**config.mk**
```make
export PLATFORM = sky130hd
export DESIGN_NAME = quad_decoder
export DESIGN_NICKNAME = d
export VERILOG_FILES = /design/src/rtl/quad_pkg.sv /design/src/rtl/sync_bit.sv /design/src/rtl/quad_decoder.sv
export SDC_FILE = /design/constraint.sdc
export NUM_CORES = 1
export LEC_CHECK = 0
export ABC_AREA = 1
export BUFFER_PORTS_ARGS = -buffer_cell sky130_fd_sc_hd__buf_2
export CAP_MARGIN = 20
export CORE_MARGIN = 4
export CORE_UTILIZATION = 45
export CTS_BUF_LIST = sky130_fd_sc_hd__clkbuf_16
export DETAILED_ROUTE_END_ITERATION = 10
export HOLD_SLACK_MARGIN = 0.12
export PLACE_DENSITY = 0.7
export SLEW_MARGIN = 20
export SYNTH_ARGS = -nofsm -noshare
export SYNTH_HDL_FRONTEND = slang
export SYNTH_SLANG_ARGS = --single-unit
```
**constraint.sdc**
```tcl
create_clock -name clk -period 5.76 [get_ports clk]
set_input_delay 0.864 -clock clk [delete_from_list [all_inputs] [get_ports clk]]
set_output_delay 0.864 -clock clk [all_outputs]
set_load 0.05 [all_outputs]
```
**src/rtl/quad_pkg.sv**
```systemverilog
// Shared types and helpers for the quadrature decoder.
// Phase encoding is {a, b}; forward order is 00 -> 10 -> 11 -> 01 -> 00.
package quad_pkg;

    typedef enum logic {QD_INIT, QD_RUN} qd_state_t;

    typedef logic [1:0] qphase_t;

    localparam logic DIR_UP = 1'b1;
    localparam logic DIR_DN = 1'b0;

    function automatic qphase_t phase_fwd(qphase_t p);
        return {~p[0], p[1]};
    endfunction

    function automatic qphase_t phase_rev(qphase_t p);
        return {p[0], ~p[1]};
    endfunction

endpackage

```
**src/rtl/sync_bit.sv**
```systemverilog
// Single-bit resynchroniser: SYNC_STAGES async-reset flops in series.
module sync_bit #(
    parameter int unsigned SYNC_STAGES = 2
) (
    input  logic clk,
    input  logic clr_n,
    input  logic d,
    output logic q
);

    logic [SYNC_STAGES-1:0] sync_q;

    always_ff @(posedge clk or negedge clr_n) begin
        if (!clr_n) begin
            sync_q <= '0;
        end else begin
            sync_q <= {sync_q[SYNC_STAGES-2:0], d};
        end
    end

    assign q = sync_q[SYNC_STAGES-1];

endmodule

```
**src/rtl/quad_decoder.sv**
```systemverilog
// Quadrature A/B decoder: resynchronises the phases, emits step/direction pulses,
// keeps a wrapping position count and flags illegal double transitions.
module quad_decoder
    import quad_pkg::*;
#(
    parameter int unsigned CNT_W       = 16,
    parameter int unsigned SYNC_STAGES = 2
) (
    input  logic             clk,
    input  logic             clr_n,
    input  logic             en,
    input  logic             cnt_clr,
    input  logic             a_in,
    input  logic             b_in,
    output logic             step,
    output logic             up_down,
    output logic             err,
    output logic [CNT_W-1:0] count
);

    localparam int unsigned INIT_W = $clog2(SYNC_STAGES + 1) + 1;

    logic        a_s;
    logic        b_s;
    qphase_t     cur;

    qd_state_t   state_q, state_d;
    logic [INIT_W-1:0] init_cnt_q, init_cnt_d;
    qphase_t     prev_q;
    logic        step_q, step_d;
    logic        up_down_q, up_down_d;
    logic        err_q, err_d;
    logic [CNT_W-1:0] count_q, count_d;

    sync_bit #(
        .SYNC_STAGES(SYNC_STAGES)
    ) u_sync_a (
        .clk   (clk),
        .clr_n (clr_n),
        .d     (a_in),
        .q     (a_s)
    );

    sync_bit #(
        .SYNC_STAGES(SYNC_STAGES)
    ) u_sync_b (
        .clk   (clk),
        .clr_n (clr_n),
        .d     (b_in),
        .q     (b_s)
    );

    assign cur = {a_s, b_s};

    // INIT lasts until the synchroniser has flushed its reset zeros, so the
    // pin state present at release is absorbed into prev rather than decoded.
    always_comb begin
        state_d    = state_q;
        init_cnt_d = init_cnt_q;
        step_d     = 1'b0;
        err_d      = 1'b0;
        up_down_d  = up_down_q;
        count_d    = count_q;

        unique case (state_q)
            QD_INIT: begin
                if (init_cnt_q == INIT_W'(SYNC_STAGES)) begin
                    state_d = QD_RUN;
                end else begin
                    init_cnt_d = init_cnt_q + INIT_W'(1);
                end
            end
            QD_RUN: begin
                if (en) begin
                    if (cur == phase_fwd(prev_q)) begin
                        step_d    = 1'b1;
                        up_down_d = DIR_UP;
                        count_d   = count_q + CNT_W'(1);
                    end else if (cur == phase_rev(prev_q)) begin
                        step_d    = 1'b1;
                        up_down_d = DIR_DN;
                        count_d   = count_q - CNT_W'(1);
                    end else if (cur == ~prev_q) begin
                        err_d = 1'b1;
                    end
                end
            end
        endcase

        if (cnt_clr) begin
            count_d = '0;
        end
    end

    always_ff @(posedge clk or negedge clr_n) begin
        if (!clr_n) begin
            state_q    <= QD_INIT;
            init_cnt_q <= '0;
            prev_q     <= 2'b00;
            step_q     <= 1'b0;
            up_down_q  <= 1'b0;
            err_q      <= 1'b0;
            count_q    <= '0;
        end else begin
            state_q    <= state_d;
            init_cnt_q <= init_cnt_d;
            prev_q     <= cur;
            step_q     <= step_d;
            up_down_q  <= up_down_d;
            err_q      <= err_d;
            count_q    <= count_d;
        end
    end

    assign step    = step_q;
    assign up_down = up_down_q;
    assign err     = err_q;
    assign count   = count_q;

endmodule

```
Word level (Yosys, flattened, before mapping)
Index checks and enable logic that the tools add are counted.
{"block": "word_totals", "reg_bits": 29, "in_bits": 6, "output_inout_bits": 19, "word_cells": 46}
{"block": "op_classes", "add_sub_neg": 3, "eq_ne": 4, "muxes": 18, "bitwise": 5, "reduce_logical": 7}
{"operator": "$mux W16", "count": 5}
{"operator": "$add A16 B1 Y16 const B", "count": 1}
{"operator": "$sub A16 B1 Y16 const B", "count": 1}
{"operator": "$mux W1", "count": 13}
{"operator": "$eq A2 B2 Y1", "count": 3}
{"operator": "$reduce_and A3 Y1", "count": 2}
{"operator": "$reduce_bool A2 Y1", "count": 3}
{"operator": "$not A1 Y1", "count": 4}
{"operator": "$add A3 B1 Y3 const B", "count": 1}
{"operator": "$eq A3 B2 Y1 const B", "count": 1}
{"operator": "$reduce_bool A3 Y1", "count": 1}
{"operator": "$not A2 Y2", "count": 1}
{"operator": "$reduce_and A2 Y1", "count": 1}

Longest topological paths before layout
Gate-level depths: netlist of run 1.
{"block": "logic_depth", "depth_word": 7, "ltp_mapped": 14, "mapped_depth_nobuf": 14}

By module
From an unflattened synthesis of run 1, not the netlist that was laid out.
{"block": "unflattened", "hier_cells": 273, "hier_area_um2": 1996.9}
{"module": "quad_decoder", "instances": 1, "cells_per_inst": 269, "area_per_inst_um2": 1896.8, "seq_area_each_um2": 625.6}
{"module": "sync_bit", "instances": 2, "cells_per_inst": 2, "area_per_inst_um2": 50.0, "seq_area_each_um2": 50.0}

Worst setup path before layout of run 1
No wires, ideal clock.
{"block": "synth_path", "path_type": "register -> register", "start": "reg prev_q[1]", "end": "reg count_q[13] (netlist: count[13])", "setup_time_ps": 118, "arrival_ps": 1986, "required_ps": 5642, "slack_ps": 3656, "stages_incl_launch_ff": 11, "path_buffers": 0, "period_less_slack_ps": 2104, "cell_sequence": "dfrtp_1 xnor2_1 nand2_2 ha_1 or2_2 nand3b_1 nand2_1 nand2_1 nand3_1 nand3_1 nand2_1"}
{"block": "synth_via", "elab_chain_len": 5, "word_cells_on_any_way": 9, "classes_between": "2 x eq/ne; 4 x mux; 1 x bitwise; 2 x reduce/logical"}
{"element": "from (decl)", "line": "quad_decoder.sv:29", "source": "qphase_t prev_q;"}
{"element": "from (signal assigned)", "line": "quad_decoder.sv:107", "source": "prev_q <= cur;"}
{"element": "$eq A2 B2 Y1", "line": "quad_decoder.sv:75", "source": "if (cur == phase_fwd(prev_q)) begin"}
{"element": "$mux W16", "line": "quad_decoder.sv:75"}
{"element": "$mux W16", "line": "quad_decoder.sv:74", "source": "if (en) begin"}
{"element": "$mux W16", "line": "quad_decoder.sv:65", "source": "unique case (state_q)"}
{"element": "$mux W16", "line": "quad_decoder.sv:90", "source": "if (cnt_clr) begin"}
{"element": "to (signal assigned)", "line": "quad_decoder.sv:111", "source": "count_q <= count_d;"}
{"element": "to (decl)", "line": "quad_decoder.sv:33", "source": "logic [CNT_W-1:0] count_q, count_d;"}
Parallel ways exist; a longest one is shown, timed or not. The select of a mux whose other input is x is not followed.
A chain may end at the register's enable or synchronous reset.

Worst setup path after layout of run 1
Same ends and word-level chain as after synthesis.

==> results of run 1 <==
-- through the flow --
step / power, mW / setup slack (ps) / instance area [um2] / hold slack (ps)
floorplan: 0.5478 / 3656 / 2059 / 331.2
global placement: 0.6229 / 3380 / 2222 / 334.1
detailed placement: 0.6261 / 3322 / 2222 / 334.7
CTS: 0.9243 / 3295 / 2389 / 342.9
global route: 0.9927 / 3045 / 2389 / 354.5
finish: 0.9152 / 3303 / 2389 / 344.3
-- where the power goes --
part           switching (mW)  leakage (nW)  total, mW  internal [mW]
sequential             0.0203         0.370      0.246          0.226
combinational           0.262         0.961      0.377          0.115
clock                  0.0897        0.0775      0.292          0.202
total                   0.372          1.41      0.915          0.543
-- Yosys cell counts (4+ instances only) --
| library cell | instances | area (um2) |
|---|---|---|
| dfrtp_1 | 29 | 725.7 |
| inv_1 | 41 | 153.9 |
| xnor2_1 | 4 | 35.03 |
| nand3_1 | 18 | 90.09 |
| a21oi_1 | 8 | 40.04 |
| xor2_1 | 5 | 43.79 |
| nand3b_1 | 4 | 30.03 |
| nand2_1 | 114 | 427.9 |
| ha_1 | 18 | 225.2 |
| nor2_1 | 16 | 60.06 |
| o21ai_0 | 7 | 35.03 |
-- worst max-delay path, cell delays in order, from the launching register on --
cell and delay, ps:
dfrtp_1 420, xnor2_1 260, nand2_2 330, ha_1 450, or2_2 310, nand3b_1 90
nand2_1 140, nand2_1 120, nand3_1 80, nand3_1 90, nand2_1 50
-- layout make-up --
class	count	area (um2)	share of cell area, %
multi-input cells	212	1151	48.19
inverters	42	160.2	6.705
clock buffers	5	125.1	5.238
repair buffers	24	120.1	5.029
well taps	52	65.06	2.724
flip-flops and latches	29	725.7	30.38
clock inverters	3	41.29	1.729
-- cell usage in the layout, fill, tap and decap left out --
cell type   count
clkinvlp_4      1
nand3b_1        4
nand3_1        18
nand4_1         1
xnor2_1         4
or2_2           1
nor2_8          1
o21ai_2         3
nand2_2         3
inv_1          41
nand2_4         1
nor3_1          3
xor2_1          5
clkinv_1        1
a21oi_1         8
fa_1            1
o21ai_0         7
nand2_1       114
buf_2          24
dfrtp_1        29
inv_4           1
bufinv_16       1
nor2_4          2
clkbuf_16       5
nor2_1         16
ha_1           18
o211a_1         1
o21bai_1        1
-- path summary, 6_finish.rpt --
kind,startpoint,to
max,prev_q[1],count[13]
min,u_sync_a.sync_q[0],u_sync_a.sync_q[1]
max reg2reg,prev_q[1],count[13]
min reg2reg,u_sync_a.sync_q[0],u_sync_a.sync_q[1]
max in group asynchronous,clr_n,count[10]
min in group asynchronous,clr_n,init_cnt_q[0]
-- logic make-up (layout without fill, tap and decap cells) --
group	Yosys count	in the layout	share of synthesized area, %
buffers and inverters	44	74	8.870
AND/OR/NAND/NOR	164	164	34.39
XOR/XNOR	9	9	3.827
adder cells (fa/ha/maj)	19	19	11.91
AO/OA/AOI/OAI	20	20	5.772
flip-flops	29	29	35.24
-- sequential cells by signal, summed over array words and instances (netlist names) --
signal / cells
init_cnt_q: 3
count: 16
step: 1
u_sync_a.sync_q: 2
up_down: 1
prev_q: 2
err: 1
u_sync_b.sync_q: 2
state_q: 1
-- routing by layer --
metal  global-route usage, %  wire length [um]  vias to the layer above
met5                       0                 0                        -
met3                   4.485               167                        7
li1                        -                 -                      944
met2                   28.86              1975                       25
met1                   23.75              2068                      779
met4                   6.796                67                        0
==> results by group, run 1 <==
Status
  • Status: finished clean

STA
  • Fmax: 407.0 MHz
  • Crit path time final: 2457 ps
  • RSZ-0062 raised after global routing: false
  • Worst slew pin tran: 658.6 ps
  • Setup violations, final: 0
  • Final period utilization: 42.65%
  • Setup TNS Final: 0 ps
  • Final number of max-transition violations: 0
  • Final Hold Viols: 0
  • Clock skew: 2.852 ps
  • Slew HR: 56.10%

Logic synthesis
  • Yosys reg bits: 29
  • Async SR Flop Fraction: 100.0%
  • Post-Syn Instances: 285
  • Synthesis warning total: 0
  • Post-Syn Area per Cell: 7.226 um2
  • Post-Syn Area: 2059 um2
  • Register area share after synthesis: 35.24%
  • Distinct cell type count of the synthesized netlist: 24
  • Synth Flop Type: dfrtp_1
  • Syn Nets: 310
  • Number of synthesized flops with an enable pin: 0

Routing
  • Detailed Route Iter0 Violations: 87
  • WL per Instance: 11.66 um
  • Vias: 1,755
  • Residual DRC: 0
  • Routed vias/inst: 4.782
  • Total Wirelength: 4278 um
  • Post-route ant nets: 0
  • Drt pass-1 iters: 5

Clock network
  • Clk pin slew, worst setup/hold paths: 50 ps
  • Root Driver: clkbuf_16
  • H-Tree Depth: 2
  • Post-CTS setup buffer count: 0
  • CTS tree: yes
  • Clock sink count: 29
  • CTS Buffer Depth: 2
  • Clock Latency Late Sink: 270 ps
  • CTS Hold Bufs: 0
  • Cts repair resizes: 0
  • Num CTS Buffers: 5

Global routing
  • GRT overflow: 0
  • Initial antenna violation count: 0
  • Largest net degree at the start of global routing: 30
  • GRT Util Overall: 18.11%
  • Vias in the first global route: 1,749
  • First-pass GRT wire length: 7803 um

Die
  • Die area: 5723 um2
  • Die width: 75.65 um
  • Cell row count: 24
  • Initial Util: 46.97%
  • I/O pin cnt: 25
  • Core Area: 4384 um2
  • Die H: 75.65 um

Worst setup path
  • Critical Path Fanout Max: 20
  • Crit path launch type: register
  • Data arrival, critical path: 2620 ps
  • CP endpoint kind: register
  • Reg2Reg Setup Slack: 3300 ps
  • WS Path Type: register to register
  • Required time of the critical path: 5930 ps
  • Cells on worst reg2reg path: 10

Placement
  • I/O Buffers: 24
  • Placed wire-length estimate: 3169 um
  • Routability cong.: 0.9105
  • Cell Count Post-Placement: 359

Run
  • Max Cap Viol: 0

Final layout
  • Core Util, Final: 54.48%
  • Ant diodes: 0
  • Layout fillers: 419
  • Nets@finish: 339
  • Layout area overhead: 15.98%
  • Layout cells sized above 1: 13.65%
  • Post-route non-filler standard cell count: 367

Power
  • Peak VDD IR: 0.2237 mV
  • Pwr/cell area: 383.2 nW/um2
  • P_leak: 1.408 nW

Hold path
  • Worst min path class: register to register
  • WHS Path Cells: 0
(Power assumes the default switching activity.)
==> inputs of run 2 (changes only) <==
Settings changed: ABC_AREA 1 to 0, PLACE_DENSITY 0.7 to 0.71.
Clock period 5.76 ns to 2.38 ns, I/O delays scaled along.
==> run 2 against run 1 <==
The flow now finishes with violations (negative setup slack). Final area grew 14%. Combinational power grew to 4.7 times the previous value. Clock skew grew 1.0 ps. Register-to-register slack lost 3500 ps. Cell count shrank 14%. Die area shrank 7.1%. Utilization grew 13 points. First-iteration DRC count shrank 33%. Critical path depth grew 2. Largest cell class unchanged. Maximum frequency shrank 5.3%.
==> results by group, run 2 <==
Status
  • Status: finished, violations left
  • Failing checks: negative setup slack

Clock network
  • H-Tree Depth: 2 (unchanged)
  • Clk pin slew, worst setup/hold paths: 50 ps (about the same)
  • Num CTS Buffers: 5 (unchanged)
  • Clock Latency Late Sink: 270 ps (about the same)
  • CTS tree: yes
  • CTS Buffer Depth: 2 (unchanged)
  • Root Driver: clkbuf_16
  • Clock sink count: 29 (unchanged)

Routing
  • Residual DRC: 0 (unchanged)
  • Detailed Route Iter0 Violations: 58 (-33%)
  • Vias: 1,689 (-3.8%)
  • Post-route ant nets: 0 (unchanged)
  • Routed vias/inst: 5.362 (+12%)
  • Drt pass-1 iters: 4 (-1)
  • WL per Instance: 14.78 um (+27%)
  • Total Wirelength: 4657 um (+8.9%)

Power
  • NetSw: 1.249 mW (+240%)
  • Seq pwr share: 20.5% (-6.4 points)
  • Pwr/cell area: 1148 nW/um2 (+200%)
  • P_leak: 1.320 nW (-6.2%)
  • Internal cell power: 1.880 mW (+250%)
  • Peak VDD IR: 0.4631 mV (+110%)
  • Power, Total: 3.130 mW (+240%)
  • Power share of the clock group: 22.4% (-9.5 points)
  • Comb power frac: 57.1% (+16 points)
  • Switching share of power: 39.92% (-0.72 points)

STA
  • Clock skew: 3.861 ps (+1.009 ps)
  • Worst slew pin tran: 632.3 ps (-26.28 ps)
  • Setup TNS Final: -868.9 ps (-868.9 ps)
  • Slew HR: 57.85% (+1.8 points)
  • Fmax: 385.6 MHz (-5.3%)
  • Setup violations, final: 7 (+7)
  • RSZ-0062 raised after global routing: true
  • Slack of the critical path: -213.1 ps (-3516 ps)
  • Crit path time final: 2593 ps (+136.4 ps)
  • Final period utilization: 109.0% (+66 points)
  • Final Hold Viols: 0 (unchanged)
  • Final number of max-transition violations: 0 (unchanged)
  • Hold Slack: 101.8 ps (-242.5 ps)

Worst setup path
  • Most common cell on crit path: nand2_1
  • Slowest cell on crit path: dfrtp_1
  • Required time of the critical path: 2540 ps (-3390 ps)
  • CP endpoint kind: register
  • Reg2Reg Setup Slack: -210 ps (-3520 ps)
  • Reg2reg start: prev_q[1]
  • Cells on worst reg2reg path: 12 (+2)
  • RR Endpoint: count[15]
  • Slowest stage delay, CP: 400 ps (-50 ps)
  • Crit path launch type: register
  • Crit path cell chain: xnor2_2 -> buf_6 -> nand2b_4 -> buf_4 -> ha_1 -> nand2_1 -> nor2_1 -> o2111a_1 -> nor3_2 -> o31a_1 -> nand2_1 -> mux2_4
  • Data arrival, critical path: 2750 ps (+130 ps)
  • Critical Path Fanout Max: 7 (-65%)
  • WS Path Type: register to register

Final layout
  • Flip-flop and latch area: 725.7 um2 (unchanged)
  • Layout fillers: 313 (-25%)
  • Layout cells sized above 1: 41.13% (+27 points)
  • Core Util, Final: 67.67% (+13 points)
  • Nets@finish: 289 (-15%)
  • Ant diodes: 0 (unchanged)
  • Commonest cells after routing, fill and taps aside: 46 x buf_4, 29 x dfrtp_1, 24 x buf_2, 17 x nor2_1
  • Area of the multi-input gates: 1265 um2 (+9.9%)
  • Max reg flops: 16 (unchanged)
  • Post-route non-filler standard cell count: 315 (-14%)
  • Layout area overhead: 43.83%
  • Commonest non-fill, non-tap cell in the layout: buf_4
  • Fin area: 2726 um2 (+14%)

Global routing
  • GRT overflow: 0 (unchanged)
  • GRT Util Overall: 19.01% (+0.90 points)
  • Initial antenna violation count: 0 (unchanged)
  • First-pass GRT wire length: 7583 um (-2.8%)
  • Vias in the first global route: 1,735 (-0.80%)
  • Largest net degree at the start of global routing: 30 (unchanged)

Die
  • Cell row count: 23 (-4.2%)
  • Initial Util: 47.05% (+0.075 points)
  • Die H: 72.90 um (-3.6%)
  • Core Area: 4029 um2 (-8.1%)
  • Die width: 72.90 um (-3.6%)
  • Die area: 5314 um2 (-7.1%)
  • I/O pin cnt: 25 (unchanged)

Placement
  • Placed wire-length estimate: 3248 um (+2.5%)
  • Placement Setup Slack: -252.8 ps (-3574 ps)
  • I/O Buffers: 24 (unchanged)
  • Cell Count Post-Placement: 300 (-16%)
  • Routability cong.: 0.9409 (+3.3%)
  • Placed Area: 2396 um2 (+7.8%)

Logic synthesis
  • Post-Syn Area per Cell: 10.08 um2 (+40%)
  • Most common cell in the netlist: dfrtp_1
  • Commonest cells in the netlist: 29 x dfrtp_1, 18 x ha_1, 17 x nor2_1
  • Async SR Flop Fraction: 100.0% (unchanged)
  • Area contributors post-synth: dfrtp_1 38%, ha_1 12%, xnor2_1 6.9%, a21oi_1 4.0%, o21ai_0 4.0%
  • Register area share after synthesis: 38.28% (+3.0 points)
  • Synth Flop Type: dfrtp_1
  • Distinct cell type count of the synthesized netlist: 43 (+79%)
  • Syn Nets: 213 (-31%)
  • Post-Syn Instances: 188 (-34%)
  • Post-Syn Area: 1896 um2 (-8.0%)
  • Yosys top cell area share: 38.28% (+3.0 points)
  • Synthesis warning total: 0 (unchanged)
  • Yosys reg bits: 29 (unchanged)
  • Largest area contributor in the netlist: dfrtp_1
  • Number of synthesized flops with an enable pin: 0 (unchanged)

Run
  • Max Cap Viol: 0 (unchanged)

Hold path
  • Worst min path class: primary input to asynchronous set/reset pin
run 2: cell types whose count changed in the layout (fill, tap and decap cells not counted), moves of 5 or more:
cell / delta
nand2_1: -103
a21oi_2: +6
o21ai_0: +5
nand2b_1: +5
o22ai_1: +5
buf_4: +46
inv_1: -36
xnor2_1: +10
nand3_1: -14
mux2i_1: +5
run 2: logic make-up (layout without fill, tap and decap cells):
group                    count (synthesis)  in the layout  synth area share (%)
flip-flops                              29             29                 38.28
multiplexers                             6              6                 3.432
buffers and inverters                    9             85                 2.904
AO/OA/AOI/OAI                           53             53                 19.14
XOR/XNOR                                21             21                 10.10
adder cells (fa/ha/maj)                 19             19                 12.94
AND/OR/NAND/NOR                         51             52                 13.20
run 2: timing repair:
action                     in CTS  in global routing
hold buffers                    0                  0
hold endpoints to repair        0                  0
resized for setup               7                 15
setup buffers                   3                  3
gates cloned                    1                  0
setup endpoints to repair      10                 11
pin swaps                       4                  5
run 2: layer usage:
metal	up-vias	part of all wire, %	global-route usage [%]
met4	0	2.4	10.25
met2	33	51	33.27
met3	12	4.2	5.234
met1	814	42	20.67
met5	-	0	0
li1	830	-	-
run 2: final cells by class:
| cell class | instances | share of cell area, % |
|---|---|---|
| Multi-Input combinational cell | 151 | 46.40 |
| Sequential cell | 29 | 26.62 |
| Timing Repair Buffer | 72 | 17.90 |
| Clock buffer | 5 | 4.589 |
| Tap cell | 50 | 2.295 |
| Clock inverter | 3 | 1.514 |
| Inverter | 5 | 0.6884 |
run 2: critical path, delay by kind of cell (launching register included):
family / cells / cell delay [ps]
AOI/OAI and AO/OA: 2 / 520
and+or+nand+nor: 5 / 500
DFF: 1 / 400
buffers and inverters: 2 / 310
muxes: 1 / 290
adders and majority gates: 1 / 280
xor gates and xnor gates: 1 / 170
run 2: power groups by stage:
stage | Combinational [mW] | Clock (mW) | Sequential (mW)
detailed placement | 1.62 | 0 | 0.645
global route | 1.94 | 0.739 | 0.650
global placement | 1.60 | 0 | 0.642
finish | 1.79 | 0.701 | 0.641
floorplan | 0.859 | 0 | 0.882
CTS | 1.68 | 0.718 | 0.639
run 2: worst max-delay path by stage:
stage	start	to	slack [ps]	cells after the start
after floorplan	u_sync_b.sync_q[1]	count[8]	-200	10
after global placement	u_sync_b.sync_q[1]	count[15]	-190	10
after detailed placement	u_sync_b.sync_q[1]	count[14]	-250	10
after CTS	prev_q[0]	count[14]	-190	10
after global routing	prev_q[0]	count[15]	-340	10
final	prev_q[1]	count[15]	-210	12
==> inputs of run 3 (changes only) <==
Clock period 2.38 ns to 3.1 ns, I/O delays scaled along.
==> run 3 against run 2 <==
The run now ends clean. Via count fell by 14%. Non-clock buffer count fell by 44. Clock-buffer cell count did not move. Sequential cell count did not move. Clock power fell by 22%. Worst setup slack improved by 500 ps. Clock skew fell by 1.2 ps. Highest routed layer unchanged.
==> results by group, run 3 (synthesis gave the netlist of run 2 again) <==
STA
  • Setup TNS Final: 0 ps (+868.9 ps)
  • Crit path time final: 2814 ps (+221.0 ps)
  • Final period utilization: 90.78% (-18 points)
  • Fmax: 355.4 MHz (-7.9%)
  • Final Hold Viols: 0 (unchanged)
  • Setup violations, final: 0 (-7)
  • Hold Slack: 219.3 ps (+117.5 ps)
  • RSZ-0062 raised after global routing: false
  • Slew HR: 56.36% (-1.5 points)
  • Clock skew: 2.614 ps (-1.247 ps)
  • Final number of max-transition violations: 0 (unchanged)
  • Worst slew pin tran: 654.5 ps (+22.27 ps)

Clock network
  • Clk pin slew, worst setup/hold paths: 50 ps (about the same)
  • CTS tree: yes
  • Root Driver: clkbuf_16
  • CTS Buffer Depth: 2 (unchanged)
  • Num CTS Buffers: 5 (unchanged)
  • H-Tree Depth: 2 (unchanged)
  • Clock Latency Late Sink: 280 ps (about the same)
  • Clock sink count: 29 (unchanged)

Status
  • Status: finished clean

Final layout
  • Layout fillers: 357 (+14%)
  • Layout area overhead: 18.22%
  • Flip-flop and latch area: 725.7 um2 (unchanged)
  • Area of the multi-input gates: 1117 um2 (-12%)
  • Nets@finish: 244 (-16%)
  • Commonest non-fill, non-tap cell in the layout: dfrtp_1
  • Ant diodes: 0 (unchanged)
  • Layout cells sized above 1: 21.82% (-19 points)
  • Max reg flops: 16 (unchanged)
  • Commonest cells after routing, fill and taps aside: 29 x dfrtp_1, 24 x buf_2, 18 x ha_1, 17 x nor2_1

Power
  • P_leak: 1.077 nW (-18%)
  • Peak VDD IR: 0.3957 mV (-15%)
  • Pwr/cell area: 917.4 nW/um2 (-20%)
  • Power, Total: 2.056 mW (-34%)

Global routing
  • Vias in the first global route: 1,515 (-13%)
  • Largest net degree at the start of global routing: 30 (unchanged)
  • First-pass GRT wire length: 6941 um (-8.5%)
  • Initial antenna violation count: 0 (unchanged)
  • GRT Util Overall: 17.32% (-1.7 points)
  • GRT overflow: 0 (unchanged)

Die
  • Die width: 72.90 um (unchanged)
  • Die area: 5314 um2 (unchanged)
  • Initial Util: 47.05% (unchanged)
  • Die H: 72.90 um (unchanged)
  • Cell row count: 23 (unchanged)
  • Core Area: 4029 um2 (unchanged)
  • I/O pin cnt: 25 (unchanged)

Placement
  • I/O Buffers: 24 (unchanged)
  • Placed wire-length estimate: 2830 um (-13%)
  • Routability cong.: 0.8742 (-7.1%)

Routing
  • WL per Instance: 14.49 um (-2.0%)
  • Detailed Route Iter0 Violations: 61 (+5.2%)
  • Routed vias/inst: 5.370 (+0.16%)
  • Vias: 1,450 (-14%)
  • Residual DRC: 0 (unchanged)
  • Post-route ant nets: 0 (unchanged)
  • Total Wirelength: 3912 um (-16%)
  • Drt pass-1 iters: 4 (unchanged)

Worst setup path
  • Required time of the critical path: 3260 ps (+720 ps)
  • Slowest cell on crit path: dfrtp_1
  • Slowest stage delay, CP: 410 ps (about the same)
  • WS Path Type: register to register
  • CP bufs+invs: 0 (-2)
  • Top delay family on crit path: compound AO/OA/AOI/OAI gates
  • CP endpoint kind: register
  • Crit path launch type: register
  • Critical Path Fanout Max: 12 (+5)
  • Crit path cell chain: xnor2_1 -> nand2b_2 -> ha_1 -> o21ai_0 -> o21bai_1 -> o2111a_1 -> nor3_2 -> o31a_1 -> nand2_1 -> mux2_4
  • Data arrival, critical path: 2970 ps (+220 ps)

Hold path
  • Worst min path class: primary input to asynchronous set/reset pin

Run
  • Max Cap Viol: 0 (unchanged)
## run 3: what timing repair did
action                                  CTS  global route
endpoints found under the setup margin    0             5
buffers inserted                          0             0
gates resized for setup                   0             1
hold buffers                              0             0
## run 3: power breakdown
group / leakage [nW] / internal, mW / total, mW / switching [mW]
sequential: 0.367 / 0.436 / 0.488 / 0.0516
clock: 0.0775 / 0.375 / 0.545 / 0.170
combinational: 0.632 / 0.386 / 1.02 / 0.637
total: 1.08 / 1.20 / 2.06 / 0.859
## run 3: stage by stage
step	cells	cell area [um2]	utilization (%)	setup WS [ps]
after floorplan	188	1896	-	229.9
after global placement	262	2072	51.43	196.8
after detailed placement	262	2072	51.43	155.6
after CTS	270	2238	55.56	131.5
after global routing	270	2241	55.62	52.05
final	270	2241	55.62	286.0
## run 3: worst paths after layout
path	startpoint	to	slack (ps)	depth (start not counted)
worst min-delay path	clr_n	count[7]	220	1
max in group asynchronous	clr_n	count[15]	2460	1
worst min register to register	u_sync_b.sync_q[0]	u_sync_b.sync_q[1]	350	0
worst max register to register	u_sync_a.sync_q[1]	count[15]	290	10
min in group clk	a_in	u_sync_a.sync_q[0]	290	1
worst max-delay path	u_sync_a.sync_q[1]	count[15]	290	10
## run 3: layout make-up
cell class                 count  area share [%]
clock inverter                 3           1.843
timing repair buffer          28           6.700
tap                           50           2.792
sequential                    29           32.38
inverter                       5          0.8375
multi-input combinational    150           49.86
clock buffer                   5           5.583
## run 3: layer usage
| metal | vias up | global-route usage (%) | share of wire (%) |
|---|---|---|---|
| met5 | - | 0 | 0 |
| met3 | 6 | 5.372 | 4.1 |
| met1 | 686 | 22.81 | 48 |
| met4 | 0 | 8.402 | 2.1 |
| li1 | 732 | - | - |
| met2 | 26 | 25.75 | 46 |
## run 3: worst reg2reg max path: cells and delay by family, from the launching register on
family / cells / cell delay (ps)
AO/OA/AOI/OAI: 4 / 960
AND/OR/NAND/NOR: 3 / 470
flip-flops: 1 / 410
adder cells (fa/ha/maj): 1 / 410
multiplexers: 1 / 290
XOR/XNOR: 1 / 150
